File: src/rtl/nzr_pixel_receiver.sv
// NZR (WS2812B-style) serial receiver: classifies high-pulse widths into bits,
// assembles 24-bit GRB words MSB-first and detects the long-low frame RESET.
module nzr_pixel_receiver #(
    parameter int SYNC_STAGES = 2,
    parameter int THRESH      = 64,
    parameter int MIN_HIGH    = 8,
    parameter int MAX_HIGH    = 110,
    parameter int RESET_LOW   = 28000
) (
    input  logic        clk,
    input  logic        reset,
    input  logic        din,
    output logic [23:0] pixel_data,
    output logic        pixel_valid,
    output logic [7:0]  pixel_index,
    output logic        frame_reset,
    output logic        bit_error,
    output logic        busy
);

    typedef enum logic [1:0] {
        WAIT_RST,
        ARMED,
        HIGH
    } state_t;

    localparam logic [6:0]  THRESH_C     = 7'(THRESH);
    localparam logic [6:0]  MIN_HIGH_C   = 7'(MIN_HIGH);
    localparam logic [6:0]  MAX_HIGH_P1  = 7'(MAX_HIGH + 1);
    localparam logic [14:0] RESET_LOW_C  = 15'(RESET_LOW);

    state_t                 state_q, state_d;
    logic [SYNC_STAGES-1:0] sync_q, sync_d;
    logic                   din_q, din_d;
    logic [6:0]             hcnt_q, hcnt_d;
    logic [14:0]            lcnt_q, lcnt_d;
    logic [4:0]             bitcnt_q, bitcnt_d;
    logic [23:0]            shreg_q, shreg_d;
    logic                   word_done_q, word_done_d;
    logic [23:0]            pixel_data_q, pixel_data_d;
    logic                   pixel_valid_q, pixel_valid_d;
    logic [7:0]             pixel_index_q, pixel_index_d;
    logic                   frame_reset_q, frame_reset_d;
    logic                   bit_error_q, bit_error_d;

    logic        din_s;
    logic        rise;
    logic        fall;
    logic [6:0]  hcnt_inc;
    logic [14:0] lcnt_inc;
    logic        lcnt_hit;

    assign din_s = sync_q[SYNC_STAGES-1];
    assign rise  = din_s & ~din_q;
    assign fall  = ~din_s & din_q;

    always_ff @(posedge clk) begin
        if (reset) begin
            state_q       <= WAIT_RST;
            sync_q        <= '0;
            din_q         <= 1'b0;
            hcnt_q        <= '0;
            lcnt_q        <= '0;
            bitcnt_q      <= '0;
            shreg_q       <= '0;
            word_done_q   <= 1'b0;
            pixel_data_q  <= '0;
            pixel_valid_q <= 1'b0;
            pixel_index_q <= '0;
            frame_reset_q <= 1'b0;
            bit_error_q   <= 1'b0;
        end else begin
            state_q       <= state_d;
            sync_q        <= sync_d;
            din_q         <= din_d;
            hcnt_q        <= hcnt_d;
            lcnt_q        <= lcnt_d;
            bitcnt_q      <= bitcnt_d;
            shreg_q       <= shreg_d;
            word_done_q   <= word_done_d;
            pixel_data_q  <= pixel_data_d;
            pixel_valid_q <= pixel_valid_d;
            pixel_index_q <= pixel_index_d;
            frame_reset_q <= frame_reset_d;
            bit_error_q   <= bit_error_d;
        end
    end

    always_comb begin
        sync_d        = {sync_q[SYNC_STAGES-2:0], din};
        din_d         = din_s;
        state_d       = state_q;
        hcnt_d        = hcnt_q;
        lcnt_d        = lcnt_q;
        bitcnt_d      = bitcnt_q;
        shreg_d       = shreg_q;
        word_done_d   = 1'b0;
        pixel_data_d  = pixel_data_q;
        pixel_valid_d = 1'b0;
        pixel_index_d = pixel_index_q;
        frame_reset_d = 1'b0;
        bit_error_d   = 1'b0;

        hcnt_inc = (hcnt_q == 7'd127) ? 7'd127 : hcnt_q + 7'd1;
        lcnt_inc = (lcnt_q >= RESET_LOW_C) ? RESET_LOW_C : lcnt_q + 15'd1;
        // Fires only on the transition into RESET_LOW, so once per low period.
        lcnt_hit = (lcnt_inc == RESET_LOW_C) && (lcnt_q != RESET_LOW_C);

        // The 24th bit was shifted in last cycle; publish the word now.
        if (word_done_q) begin
            pixel_data_d  = shreg_q;
            pixel_valid_d = 1'b1;
            pixel_index_d = pixel_index_q + 8'd1;
            bitcnt_d      = 5'd0;
        end

        case (state_q)
            WAIT_RST: begin
                if (din_s) begin
                    lcnt_d = 15'd0;
                end else begin
                    lcnt_d = lcnt_inc;
                    if (lcnt_hit) begin
                        frame_reset_d = 1'b1;
                        pixel_index_d = 8'd0;
                        state_d       = ARMED;
                    end
                end
            end
            ARMED: begin
                if (rise) begin
                    lcnt_d  = 15'd0;
                    hcnt_d  = 7'd1;
                    state_d = HIGH;
                end else if (!din_s) begin
                    lcnt_d = lcnt_inc;
                    if (lcnt_hit) begin
                        frame_reset_d = 1'b1;
                        pixel_index_d = 8'd0;
                        if (bitcnt_q != 5'd0) begin
                            bit_error_d = 1'b1;
                            bitcnt_d    = 5'd0;
                            shreg_d     = '0;
                        end
                    end
                end
            end
            HIGH: begin
                if (din_s) begin
                    hcnt_d = hcnt_inc;
                    // Stuck-high line: abandon the word and wait for a fresh RESET.
                    if (hcnt_inc == MAX_HIGH_P1) begin
                        bit_error_d = 1'b1;
                        bitcnt_d    = 5'd0;
                        shreg_d     = '0;
                        lcnt_d      = 15'd0;
                        state_d     = WAIT_RST;
                    end
                end else if (fall) begin
                    lcnt_d = 15'd1;
                    if (hcnt_q < MIN_HIGH_C) begin
                        bit_error_d = 1'b1;
                        bitcnt_d    = 5'd0;
                        shreg_d     = '0;
                        state_d     = WAIT_RST;
                    end else begin
                        shreg_d = {shreg_q[22:0], (hcnt_q >= THRESH_C)};
                        state_d = ARMED;
                        if (bitcnt_q == 5'd23) begin
                            word_done_d = 1'b1;
                        end else begin
                            bitcnt_d = bitcnt_q + 5'd1;
                        end
                    end
                end
            end
            default: begin
                state_d = WAIT_RST;
            end
        endcase
    end

    assign pixel_data  = pixel_data_q;
    assign pixel_valid = pixel_valid_q;
    assign pixel_index = pixel_index_q;
    assign frame_reset = frame_reset_q;
    assign bit_error   = bit_error_q;
    assign busy        = (bitcnt_q != 5'd0);

endmodule

File: config.mk
export PLATFORM = sky130hd
export DESIGN_NAME = nzr_pixel_receiver
export DESIGN_NICKNAME = d
export VERILOG_FILES = /design/src/rtl/nzr_pixel_receiver.sv
export SDC_FILE = /design/constraint.sdc
export NUM_CORES = 1
export LEC_CHECK = 0
export BUFFER_PORTS_ARGS = -buffer_cell sky130_fd_sc_hd__buf_2
export CAP_MARGIN = 25
export CORE_MARGIN = 1.5
export CORE_UTILIZATION = 47
export DETAILED_ROUTE_END_ITERATION = 10
export SYNTH_ARGS = -nofsm -noshare
export SYNTH_HDL_FRONTEND = slang
export SYNTH_SLANG_ARGS = --single-unit
File: constraint.sdc
create_clock -name clk -period 6.3 [get_ports clk]
set_clock_uncertainty 0.1 [all_clocks]
set_input_delay 0.945 -clock clk [delete_from_list [all_inputs] [get_ports clk]]
set_output_delay 0.945 -clock clk [all_outputs]
set_load 0.005 [all_outputs]
==> summary.txt, run 1 <==
Clock tree
  – Clock tree buffer depth: 2
  – Setup Fix Bufs, Post-CTS: 0
  – Worst skew pair latency: 360 ps
  – H-Tree Depth: 3
  – Clk slew on worst S/H paths: 90 ps
  – Clock root buffer: clkbuf_8
  – Clk sinks: 92
  – # resized after CTS: 0
  – CTS tree: built
  – Hold buffers post-CTS: 0
  – Number of buffers created by CTS: 9

Critical path
  – Worst Path Arrival: about 3700 ps
  – Buf+Inv Stages, Crit Path: 2
  – R2r startpoint: hcnt_q[0]
  – CP max-delay cell: and3_1
  – Critical Path Max Stage Delay: 830 ps
  – Crit. End Element: flop
  – Startpoint Class: flop
  – CP Data Required Time: between 6000 and 7000 ps
  – Worst Setup Path Type: flop to flop
  – Top Family by Delay on Critical Path: simple AND/OR/NAND/NOR gates
  – Critical path cell sequence: inv_1, ha_1, nand2_1, nor4_1, a21o_1, buf_4, and3_1, nand3_1, o211ai_1
  – Worst Setup SP: hcnt_q[0]
  – Critical Path Fanout Max: 49

Place
  – RePlAce Congestion: about 0.9
  – DP Area: ~5200 sq um
  – Setup WS pre-CTS: between 2000 and 3000 ps
  – DPL Wire Length: approximately 7.4 mm
  – I/O Buffers: 38

Power and ir drop
  – Switching share of power: 0.271
  – Clock power frac: 0.348
  – Power Density: between 150 and 200 nW/um^2
  – Internal: 0.773 mW
  – Worst IR Drop VDD: ~0.14 mV
  – NetSw: 0.287 mW
  – Gate power share: 0.089
  – Leak: 1.86 nW
  – Sequential power share: 0.563

Synthesis
  – Post-synth EDFFs: 0
  – Post-synth top area share: 0.374
  – Sequential area share after synthesis: 0.374
  – Synth warn: 0
  – Yosys cell types: 61
  – Synth top area cells: dfxtp_1 37%, mux2i_1 5.5%, nand2_1 4.4%, nand3_1 4.2%, a31oi_1 3.9%
  – Netlist Area Pre-Place: a little under 5000 sq um
  – Main synth FF type: dfxtp_1
  – Syn_nets: 623
  – Mean post-synth cell area: 8.10 sq um
  – Mapped Cells: ~610
  – Synth async-reset ratio: 0
  – Seq cells post-synth: 92
  – Yosys top cell by area: dfxtp_1

Timing
  – Final Max Slew Viols: 0
  – Sum of negative setup slack: 0 ps
  – Final setup viols: 0
  – Slew HR: 0.312
  – Post-route minimum period: 3470 ps
  – Max frequency: 289 MHz
  – Worst slew pin tran: between 1000 and 1500 ps
  – Tcrit/Tclk final: 0.550
  – Hold Violations, Final: 0
  – Final worst setup slack: about 2800 ps
  – Unrepaired setup endpoints after global routing: no

Global routing
  – M1 GR Usage: 0.290
  – GR Overflow Total: 0
  – First-pass GRT wire length: 19.6 mm
  – Met2 Use GR: 0.336
  – Global routing usage on met3: 0.0489
  – Vias in the first global route: between 4,000 and 5,000
  – Total GRT Usage: 0.215
  – Initial antenna violation count: 0
  – Pin count of the biggest net entering global routing: 90
  – Busiest grt layer: met2

Floorplan
  – Die W: approximately 110 um
  – Die area: between 10,000 and 15,000 sq um
  – Initial core utilization: 0.482
  – I/O Pins: 39
  – Die height: 105 um
  – Core region area: about 10,000 sq um
  – Placement row count: 37

Detailed routing
  – DRT iter0 DRCs: between 200 and 300
  – Drt drc: 0
  – Post-route ant nets: 0
  – Post-Route WL: ~11 mm
  – Drt first pass iters: 4
  – DR WL/cell: between 10 and 15 um
  – Mean number of vias per cell: 5.83
  – Via Count: between 4,000 and 5,000

Cells and area
  – Net count, final: about 630
  – Util after Layout: 0.522
  – N_diodes: 0
  – Syn-to-layout area delta: 8.27%
  – Final instance area: between 5000 and 6000 sq um
  – Layout cells sized above 1: 0.113

Flow run
  – Max-cap viol count: 0

Outcome
  – Status: complete, no violations

Worst hold path
  – Worst hold-check path type: flop to flop
  – HP Start: sync_q[0]
[cells by family after synthesis]
family | synth area share
buffers and inverters | 0.0485
adder cells (fa/ha/maj) | 0.0279
flip-flops | 0.374
multiplexers | 0.0601
AND/OR/NAND/NOR | 0.267
AO/OA/AOI/OAI | 0.201
XOR/XNOR | 0.0213
[cells in the mapped netlist, types with 3 or more instances]
library cell   n
clkbuf_1      28
nand3b_1       3
nor4_1         3
nor2b_1       12
a21oi_1       38
ha_1          11
or3_1          5
o211ai_1      25
dfxtp_1       92
nand2b_1       6
a31oi_1       31
xor2_1         7
a31o_2         3
nand4b_1       3
mux2i_1       27
o21ai_1        4
a211oi_1       5
a21o_1         6
nor2_1        51
nand2_1       58
nand4_1        4
nor3_1        16
and3_1         9
and2_1         3
xnor2_1        5
nor3b_1       24
buf_1          4
buf_2         10
o22ai_1        4
o21ai_0       22
and4_1         3
nand3_1       41
inv_1         13
[per-stage QoR]
stage / power, mW / hold WS [ps] / std cells
4_1_cts: 1.07 / 349 / 757
3_3_place_gp: 0.703 / 322 / 741
6_report: 1.06 / 342 / 757
2_1_floorplan: 0.681 / 314 / 609
3_5_place_dp: 0.704 / 327 / 742
5_1_grt: 1.11 / 360 / 757
[final cells by class]
| type | instances | area (sq um) |
|---|---|---|
| Clock buffer | 10 | 138 |
| Clock inverter | 5 | 37.5 |
| Fill cell | 1017 | 4890 |
| Inverter | 13 | 48.8 |
| Multi-Input combinational cell | 459 | 2860 |
| Sequential cell | 92 | 1840 |
| Tap cell | 136 | 170 |
| Timing Repair Buffer | 42 | 240 |
[worst register-to-register path, delay by kind of cell (launching register included)]
family | cells | cell delay (ps)
simple gates | 4 | 1650
compound gates | 2 | 430
flops | 1 | 380
fa+ha+maj | 1 | 300
buf+inv | 2 | 540
[power by group through the flow]
stage / combinational (mW) / clock, mW / sequential [mW]
5_1_grt: 0.107 / 0.407 / 0.598
2_1_floorplan: 0.0752 / 0 / 0.606
3_5_place_dp: 0.0936 / 0 / 0.610
3_3_place_gp: 0.0930 / 0 / 0.610
6_report: 0.0944 / 0.369 / 0.597
4_1_cts: 0.0941 / 0.384 / 0.597
[per-layer routing]
metal	wire length (um)	part of all wire	up-vias
li1	-	-	2230
met1	5510	0.49	2060
met2	5150	0.45	106
met3	460	0.041	18
met4	219	0.019	0
met5	0	0	-
[layout by cell type, fill, tap and decap left out, types with 4 or more instances in the layout]
cell type | synthesis | layout
nand3_1 | 41 | 41
xor2_1 | 7 | 7
or3_1 | 5 | 5
mux2i_1 | 27 | 27
a31oi_1 | 31 | 31
nand4_1 | 4 | 4
nor3_1 | 16 | 16
dfxtp_1 | 92 | 91
o211ai_1 | 25 | 25
inv_1 | 13 | 13
nor2_1 | 51 | 51
clkbuf_8 | 0 | 10
a21o_1 | 6 | 6
nor3b_1 | 24 | 24
o22ai_1 | 4 | 4
nand2b_1 | 6 | 6
a21oi_1 | 38 | 38
nor2b_1 | 12 | 12
ha_1 | 11 | 11
xnor2_1 | 5 | 5
a211oi_1 | 5 | 5
nand2_1 | 58 | 58
and3_1 | 9 | 9
buf_2 | 10 | 38
o21ai_0 | 22 | 22
[registers in the layout (all words and copies together) (netlist names)]
| signal | flops |
|---|---|
| pixel_valid | 1 |
| pixel_index | 8 |
| state_q | 2 |
| sync_q | 2 |
| hcnt_q | 7 |
| bit_error | 1 |
| lcnt_q | 15 |
| bitcnt_q | 5 |
| shreg_q | 24 |
| pixel_data | 24 |
| word_done_q | 1 |
| frame_reset | 1 |
| din_q | 1 |
[worst paths after layout]
check | to | slack, ps | depth (start not counted)
max | shreg_q[21] | 2830 | 9
min | sync_q[1] | 340 | 1
max reg2reg | shreg_q[21] | 2830 | 9
min reg2reg | sync_q[1] | 340 | 1
No activity file was read; power rests on OpenSTA's default activity.
==> run 2: changes to the inputs <==
ABC_AREA = 1   (was default)
PLACE_DENSITY = 0.68   (was default)
clock period = 3.1 ns   (was 6.3 ns; I/O delays follow)
==> run 2 against run 1 <==
  * Via count rose by 0.29%
  * Wire length fell by 4.2%
  * First-iteration DRC count rose by 7.7%
  * Utilization rose by 1.5 points
  * Sequential share of layout area rose by 0.59 points
  * Sequential power rose by 99%
  * Non-clock buffer count rose by 5
  * Flip-flop and latch count did not move
  * Critical endpoint is now shreg_q[9]
  * Largest cell class unchanged
  * Largest power group unchanged
==> summary.txt, run 2 <==
Critical path
  – Crit. End Element: flop
  – Worst Path Arrival: 2740 ps (-920 ps)
  – Critical Path Max Stage Delay: 420 ps (-410 ps)
  – Critical Path Fanout Max: 45 (-8.2%)
  – Top Family by Delay on Critical Path: simple AND/OR/NAND/NOR gates
  – Worst Setup Path Type: flop to flop
  – Critical path cell sequence: ha_1, nand3_2, nor2_4, nand4_1, o21bai_1, nand2_1, nor2_2, nand3_4, nand2_8, nand2_1, nand2_1, a21oi_1
  – Reg2Reg Setup Slack: 490 ps (-2340 ps)
  – CP Data Required Time: 3230 ps (-3260 ps)
  – Setup crit end: shreg_q[9]
  – Startpoint Class: flop
  – R2r startpoint: lcnt_q[0]
  – Buf+Inv Stages, Crit Path: 0 (-2)
  – CP Depth: 12 (+3)
  – Most common cell on crit path: nand2_1
  – Critical R2R Capture: shreg_q[9]
  – Worst Setup SP: lcnt_q[0]
  – R2R cell count: 12 (+3)
  – CP max-delay cell: dfxtp_1

Power and ir drop
  – Power Density: 413 nW/um^2 (+110%)
  – Clock power frac: 0.424 (+0.076)
  – Gate power share: 0.027 (-0.062)
  – NetSw: 0.495 mW (+73%)
  – Sequential power share: 0.550 (-0.013)
  – Worst IR Drop VDD: 0.195 mV (+37%)
  – Leak: 2.23 nW (+20%)
  – Internal: 1.67 mW (+120%)
  – Switching share of power: 0.228 (-0.0421)

Synthesis
  – Syn_nets: 700 (+12%)
  – Synth top area cells: dfxtp_1 39%, nand2_1 9.8%, nor2_1 8.9%, nand3_1 6.5%, a21oi_1 5.8%
  – Yosys top cell by area: dfxtp_1
  – Synth warn: 0 (unchanged)
  – Post-synth top area share: 0.387 (+0.0140)
  – Synth async-reset ratio: 0 (unchanged)
  – Mapped Cells: 686 (+13%)
  – Main synth FF type: dfxtp_1
  – Netlist Area Pre-Place: 4750 sq um (-3.6%)
  – Post-synth EDFFs: 0 (unchanged)
  – Sequential area share after synthesis: 0.387 (+0.0140)
  – Top-count cell post-synth: nand2_1
  – Seq cells post-synth: 92 (unchanged)
  – Mean post-synth cell area: 6.93 sq um (-14%)
  – Yosys cell types: 43 (-30%)
  – Post-synth top cells: 124 x nand2_1, 113 x nor2_1, 92 x dfxtp_1, 64 x inv_1, 62 x nand3_1

Clock tree
  – Setup Fix Bufs, Post-CTS: 0 (unchanged)
  – Clock root buffer: clkbuf_8
  – Clock tree buffer depth: 2 (unchanged)
  – Clk sinks: 92 (unchanged)
  – Clk slew on worst S/H paths: 90 ps (about the same)
  – H-Tree Depth: 3 (unchanged)
  – Hold buffers post-CTS: 0 (unchanged)
  – Worst skew pair latency: 370 ps (about the same)
  – CTS tree: built
  – Number of buffers created by CTS: 9 (unchanged)
  – # resized after CTS: 0 (unchanged)

Detailed routing
  – Post-route ant nets: 0 (unchanged)
  – Via Count: 4,427 (+0.29%)
  – DRT iter0 DRCs: 292 (+7.7%)
  – DR WL/cell: 12.8 um (-15%)
  – Drt drc: 0 (unchanged)
  – Mean number of vias per cell: 5.20 (-11%)
  – Drt first pass iters: 5 (+1)
  – Post-Route WL: 10.9 mm (-4.2%)

Place
  – I/O Buffers: 38 (unchanged)
  – DP Area: 5020 sq um (-2.9%)
  – RePlAce Congestion: 0.942 (+4.4%)
  – DPL Wire Length: 7.49 mm (+1.1%)

Cells and area
  – Layout cells sized above 1: 0.134 (+0.0210)
  – Commonest non-fill, non-tap cell in the layout: nand2_1
  – Final instance area: 5250 sq um (-1.8%)
  – Fillers: 990 (-2.7%)
  – Net count, final: 727 (+15%)
  – Most frequent cells in the layout: 124 x nand2_1, 113 x nor2_1, 92 x dfxtp_1
  – N_diodes: 0 (unchanged)
  – Syn-to-layout area delta: 10.3%

Floorplan
  – Core region area: 9770 sq um (-4.5%)
  – Die W: 104 um (-1.8%)
  – I/O Pins: 39 (unchanged)
  – Die height: 104 um (-1.8%)
  – Die area: 10,700 sq um (-3.5%)
  – Initial core utilization: 0.486 (+0.00434)
  – Placement row count: 36 (-2.7%)

Global routing
  – Total GRT Usage: 0.211 (-0.00397)
  – GR Overflow Total: 0 (unchanged)
  – Global routing usage on met3: 0.0258 (-0.0231)
  – Busiest grt layer: met2
  – Initial antenna violation count: 0 (unchanged)
  – Pin count of the biggest net entering global routing: 46 (-49%)
  – M1 GR Usage: 0.277 (-0.0124)
  – Vias in the first global route: 4,161 (+2.8%)
  – Met2 Use GR: 0.333 (-0.00281)
  – First-pass GRT wire length: 18.8 mm (-4.1%)

Timing
  – Tcrit/Tclk final: 0.842 (+0.292)
  – Max frequency: 383 MHz (+33%)
  – Hold Violations, Final: 0 (unchanged)
  – Final setup viols: 0 (unchanged)
  – Sum of negative setup slack: 0 ps (unchanged)
  – Slew HR: 0.577 (+0.265)
  – Final Max Slew Viols: 0 (unchanged)
  – Worst slew pin tran: 634 ps (-388 ps)
  – Unrepaired setup endpoints after global routing: no
  – Post-route minimum period: 2610 ps (-857 ps)

Flow run
  – Max-cap viol count: 0 (unchanged)

Outcome
  – Status: complete, no violations

Worst hold path
  – Worst hold-check path type: input port to flop
run 2: cell families after synthesis:
group | Yosys count | synth area share
buf+inv | 100 | 0.0884
xor+xnor | 13 | 0.0240
flops | 92 | 0.387
compound gates | 128 | 0.145
simple gates | 342 | 0.326
fa+ha+maj | 11 | 0.0290
run 2: worst reg2reg max path: cells and delay by family (launching register included):
family	cells	cell delay [ps]
AND/OR/NAND/NOR	9	1470
flip-flops	1	420
AO/OA/AOI/OAI	2	270
adder cells (fa/ha/maj)	1	230
run 2: per-stage QoR:
stage               instances  total power, mW  setup WS (ps)   util  hold WS [ps]
global placement          835             1.27            569  0.513           300
floorplan                 686             1.26           1010      -           288
global route              851             2.26            186  0.537           221
finish                    851             2.17            491  0.537           200
detailed placement        835             1.28            491  0.513           305
CTS                       851             2.20            464  0.537           184
run 2: how the worst min path moves through the flow:
stage               startpoint  cells after the start  slack (ps)   endpoint
finish                     din                      3         200  sync_q[0]
global route               din                      3         220  sync_q[0]
CTS                        din                      3         180  sync_q[0]
detailed placement   sync_q[0]                      2         310  sync_q[1]
global placement     sync_q[0]                      2         300  sync_q[1]
floorplan            sync_q[0]                      2         290  sync_q[1]
run 2: power groups by stage:
stage	logic (mW)	registers (mW)	clock network [mW]
2_1_floorplan	0.0450	1.22	0
6_report	0.0577	1.19	0.918
5_1_grt	0.0668	1.19	0.999
4_1_cts	0.0579	1.19	0.954
3_5_place_dp	0.0577	1.22	0
3_3_place_gp	0.0566	1.22	0
run 2: area by class of cell:
type	instances	area, sq um	share of cell area
tap	133	166	0.0317
clock inverter	7	105	0.0200
timing repair buffer	47	258	0.0491
clock buffer	9	124	0.0236
multi-input combinational	494	2490	0.475
inverter	69	259	0.0494
sequential	92	1840	0.351
run 2: layer usage:
metal / up-vias / routed length (um) / part of all wire
li1: 2276 / - / -
met1: 2010 / 5120 / 0.47
met2: 121 / 5020 / 0.46
met3: 20 / 483 / 0.044
met4: 0 / 238 / 0.022
met5: - / 0 / 0
==> run 3: changes to the inputs <==
clock period = 2.09 ns   (was 3.1 ns; I/O delays follow)
==> run 3 against run 2 <==
  * The flow now finishes with violations (negative setup slack)
  * Clock power up 38%
  * First-iteration DRC count up 7.2%
  * Critical path depth up 6
  * Critical endpoint is now shreg_q[0]
  * Maximum frequency up 17%
==> summary.txt, run 3 (same netlist as run 2, synthesis figures left out) <==
Outcome
  – Status: finished with violations
  – Failing checks: negative setup slack

Timing
  – Max frequency: 447 MHz (+17%)
  – Worst slew pin tran: 480 ps (-154 ps)
  – Unrepaired setup endpoints after global routing: yes
  – Final worst setup slack: -146 ps (-637 ps)
  – Tcrit/Tclk final: 1.07 (+0.228)
  – Slew HR: 0.679 (+0.101)
  – Final Max Slew Viols: 0 (unchanged)
  – Sum of negative setup slack: -3830 ps (-3830 ps)
  – Hold Violations, Final: 0 (unchanged)
  – Final hold slack: 78.0 ps (-122 ps)
  – Post-route minimum period: 2240 ps (-373 ps)
  – Final setup viols: 40 (+40)

Detailed routing
  – Via Count: 4,846 (+9.5%)
  – Post-route ant nets: 0 (unchanged)
  – Drt drc: 0 (unchanged)
  – Post-Route WL: 12.8 mm (+17%)
  – Drt first pass iters: 6 (+1)
  – DR WL/cell: 13.8 um (+8.0%)
  – DRT iter0 DRCs: 313 (+7.2%)
  – Mean number of vias per cell: 5.24 (+0.71%)

Cells and area
  – Multi-input logic area: 2800 sq um (+12%)
  – Commonest non-fill, non-tap cell in the layout: nand2_1
  – Util after Layout: 0.644 (+0.107)
  – FF+latch area: 1860 sq um (+1.0%)
  – Final instance area: 6290 sq um (+20%)
  – Net count, final: 801 (+10%)
  – Most frequent cells in the layout: 115 x nand2_1, 104 x nor2_1, 77 x dfxtp_1
  – Layout cells sized above 1: 0.301 (+0.167)
  – Syn-to-layout area delta: 32.4%
  – Fillers: 843 (-15%)
  – N_diodes: 0 (unchanged)

Worst hold path
  – Worst hold-check path type: input port to flop

Critical path
  – Worst Setup Path Type: flop to flop
  – Worst Path Arrival: 2420 ps (-320 ps)
  – Critical path cell sequence: inv_2, nand2_1, nor2_4, nand2_2, nand2_1, inv_2, nand3_1, nand2_1, nor2_2, nand2_2, nor2_4, nand3_4, buf_6, nand2_4, buf_4, nand3_1, nand2_1, nor2_1
  – CP Data Required Time: 2270 ps (-960 ps)
  – Startpoint Class: flop
  – CP max-delay cell: dfxtp_2
  – Critical Path Fanout Max: 4 (-91%)
  – Critical Path Max Stage Delay: 330 ps (-90 ps)
  – Crit. End Element: flop
  – Top Family by Delay on Critical Path: simple AND/OR/NAND/NOR gates
  – Buf+Inv Stages, Crit Path: 4 (+4)
  – Most common cell on crit path: nand2_1

Floorplan
  – Die area: 10,700 sq um (unchanged)
  – Placement row count: 36 (unchanged)
  – Die height: 104 um (unchanged)
  – Initial core utilization: 0.486 (unchanged)
  – I/O Pins: 39 (unchanged)
  – Core region area: 9770 sq um (unchanged)
  – Die W: 104 um (unchanged)

Clock tree
  – Worst skew pair latency: 380 ps (about the same)
  – H-Tree Depth: 3 (unchanged)
  – Clock root buffer: clkbuf_8
  – Clock tree buffer depth: 2 (unchanged)
  – Hold buffers post-CTS: 0 (unchanged)
  – Number of buffers created by CTS: 9 (unchanged)
  – Clk slew on worst S/H paths: 100 ps (about the same)
  – CTS tree: built
  – Clk sinks: 92 (unchanged)

Global routing
  – Initial antenna violation count: 0 (unchanged)
  – First-pass GRT wire length: 20.7 mm (+10%)
  – Pin count of the biggest net entering global routing: 37 (-20%)
  – GR Overflow Total: 0 (unchanged)
  – Total GRT Usage: 0.233 (+0.0224)
  – Vias in the first global route: 4,553 (+9.4%)

Power and ir drop
  – Switching share of power: 0.238 (+0.00968)
  – Sequential power share: 0.559 (+0.009)
  – Total power: 3.16 mW (+46%)
  – Internal: 2.41 mW (+44%)
  – Clock power frac: 0.402 (-0.022)
  – Worst IR Drop VDD: 0.357 mV (+83%)
  – Power Density: 502 nW/um^2 (+22%)
  – NetSw: 0.752 mW (+52%)
  – Leak: 2.72 nW (+22%)
  – Gate power share: 0.039 (+0.012)

Place
  – DPL Wire Length: 8.18 mm (+9.1%)
  – RePlAce Congestion: 0.906 (-3.8%)
  – DP Area: 5420 sq um (+8.1%)
  – I/O Buffers: 38 (unchanged)

Flow run
  – Max-cap viol count: 0 (unchanged)
-- run 3: changes by cell type in the layout (fill, tap and decap cells not counted), sizes merged --
cell | previous run | this run
clkinv | 1 | 3
buf | 47 | 118
nand2 | 130 | 131
clkinvlp | 1 | 0
clkbuf | 9 | 13
inv | 72 | 70
bufinv | 2 | 1
-- run 3: final timing paths --
check,from,endpoint,slack (ps),cells after the start
setup reg to reg,lcnt_q[12],shreg_q[0],-150,18
setup / recovery,lcnt_q[12],shreg_q[0],-150,18
hold / removal,din,sync_q[0],80,3
hold reg to reg,sync_q[0],sync_q[1],320,2
-- run 3: metal layers --
metal	global-route usage	part of all wire
met5	0	0
met4	0.133	0.024
met3	0.0321	0.033
met2	0.403	0.51
met1	0.278	0.43
-- run 3: power groups by stage --
| stage | sequential (mW) | clock, mW | combinational [mW] |
|---|---|---|---|
| 3_5_place_dp | 1.80 | 0 | 0.104 |
| 6_report | 1.77 | 1.27 | 0.122 |
| 5_1_grt | 1.77 | 1.36 | 0.135 |
| 4_1_cts | 1.77 | 1.29 | 0.108 |
| 3_3_place_gp | 1.80 | 0 | 0.102 |
| 2_1_floorplan | 1.80 | 0 | 0.0669 |
-- run 3: metrics by stage --
step,setup slack (ps),instances
floorplan,1.44,686
global placement,-57.9,884
detailed placement,-121,884
CTS,-48.0,918
global route,-295,925
finish,-146,925
-- run 3: cell type report --
type	count	share of cell area
flip-flops and latches	92	0.296
clock inverters	5	0.0107
multi-input cells	495	0.445
repair buffers	120	0.157
inverters	69	0.0420
clock buffers	11	0.0225
well taps	133	0.0264
-- run 3: worst min-delay path, delay by kind of cell --
kind	cells	cell delay, ps
AND/OR/NAND/NOR	1	50
buffers and inverters	2	140
-- run 3: timing repair --
action / in CTS / in global routing
pin swaps: 4 / 7
endpoints found under the hold margin: 0 / 0
endpoints found under the setup margin: 40 / 56
gates cloned: 4 / 4
buffers inserted: 14 / 3
gates resized for setup: 64 / 60
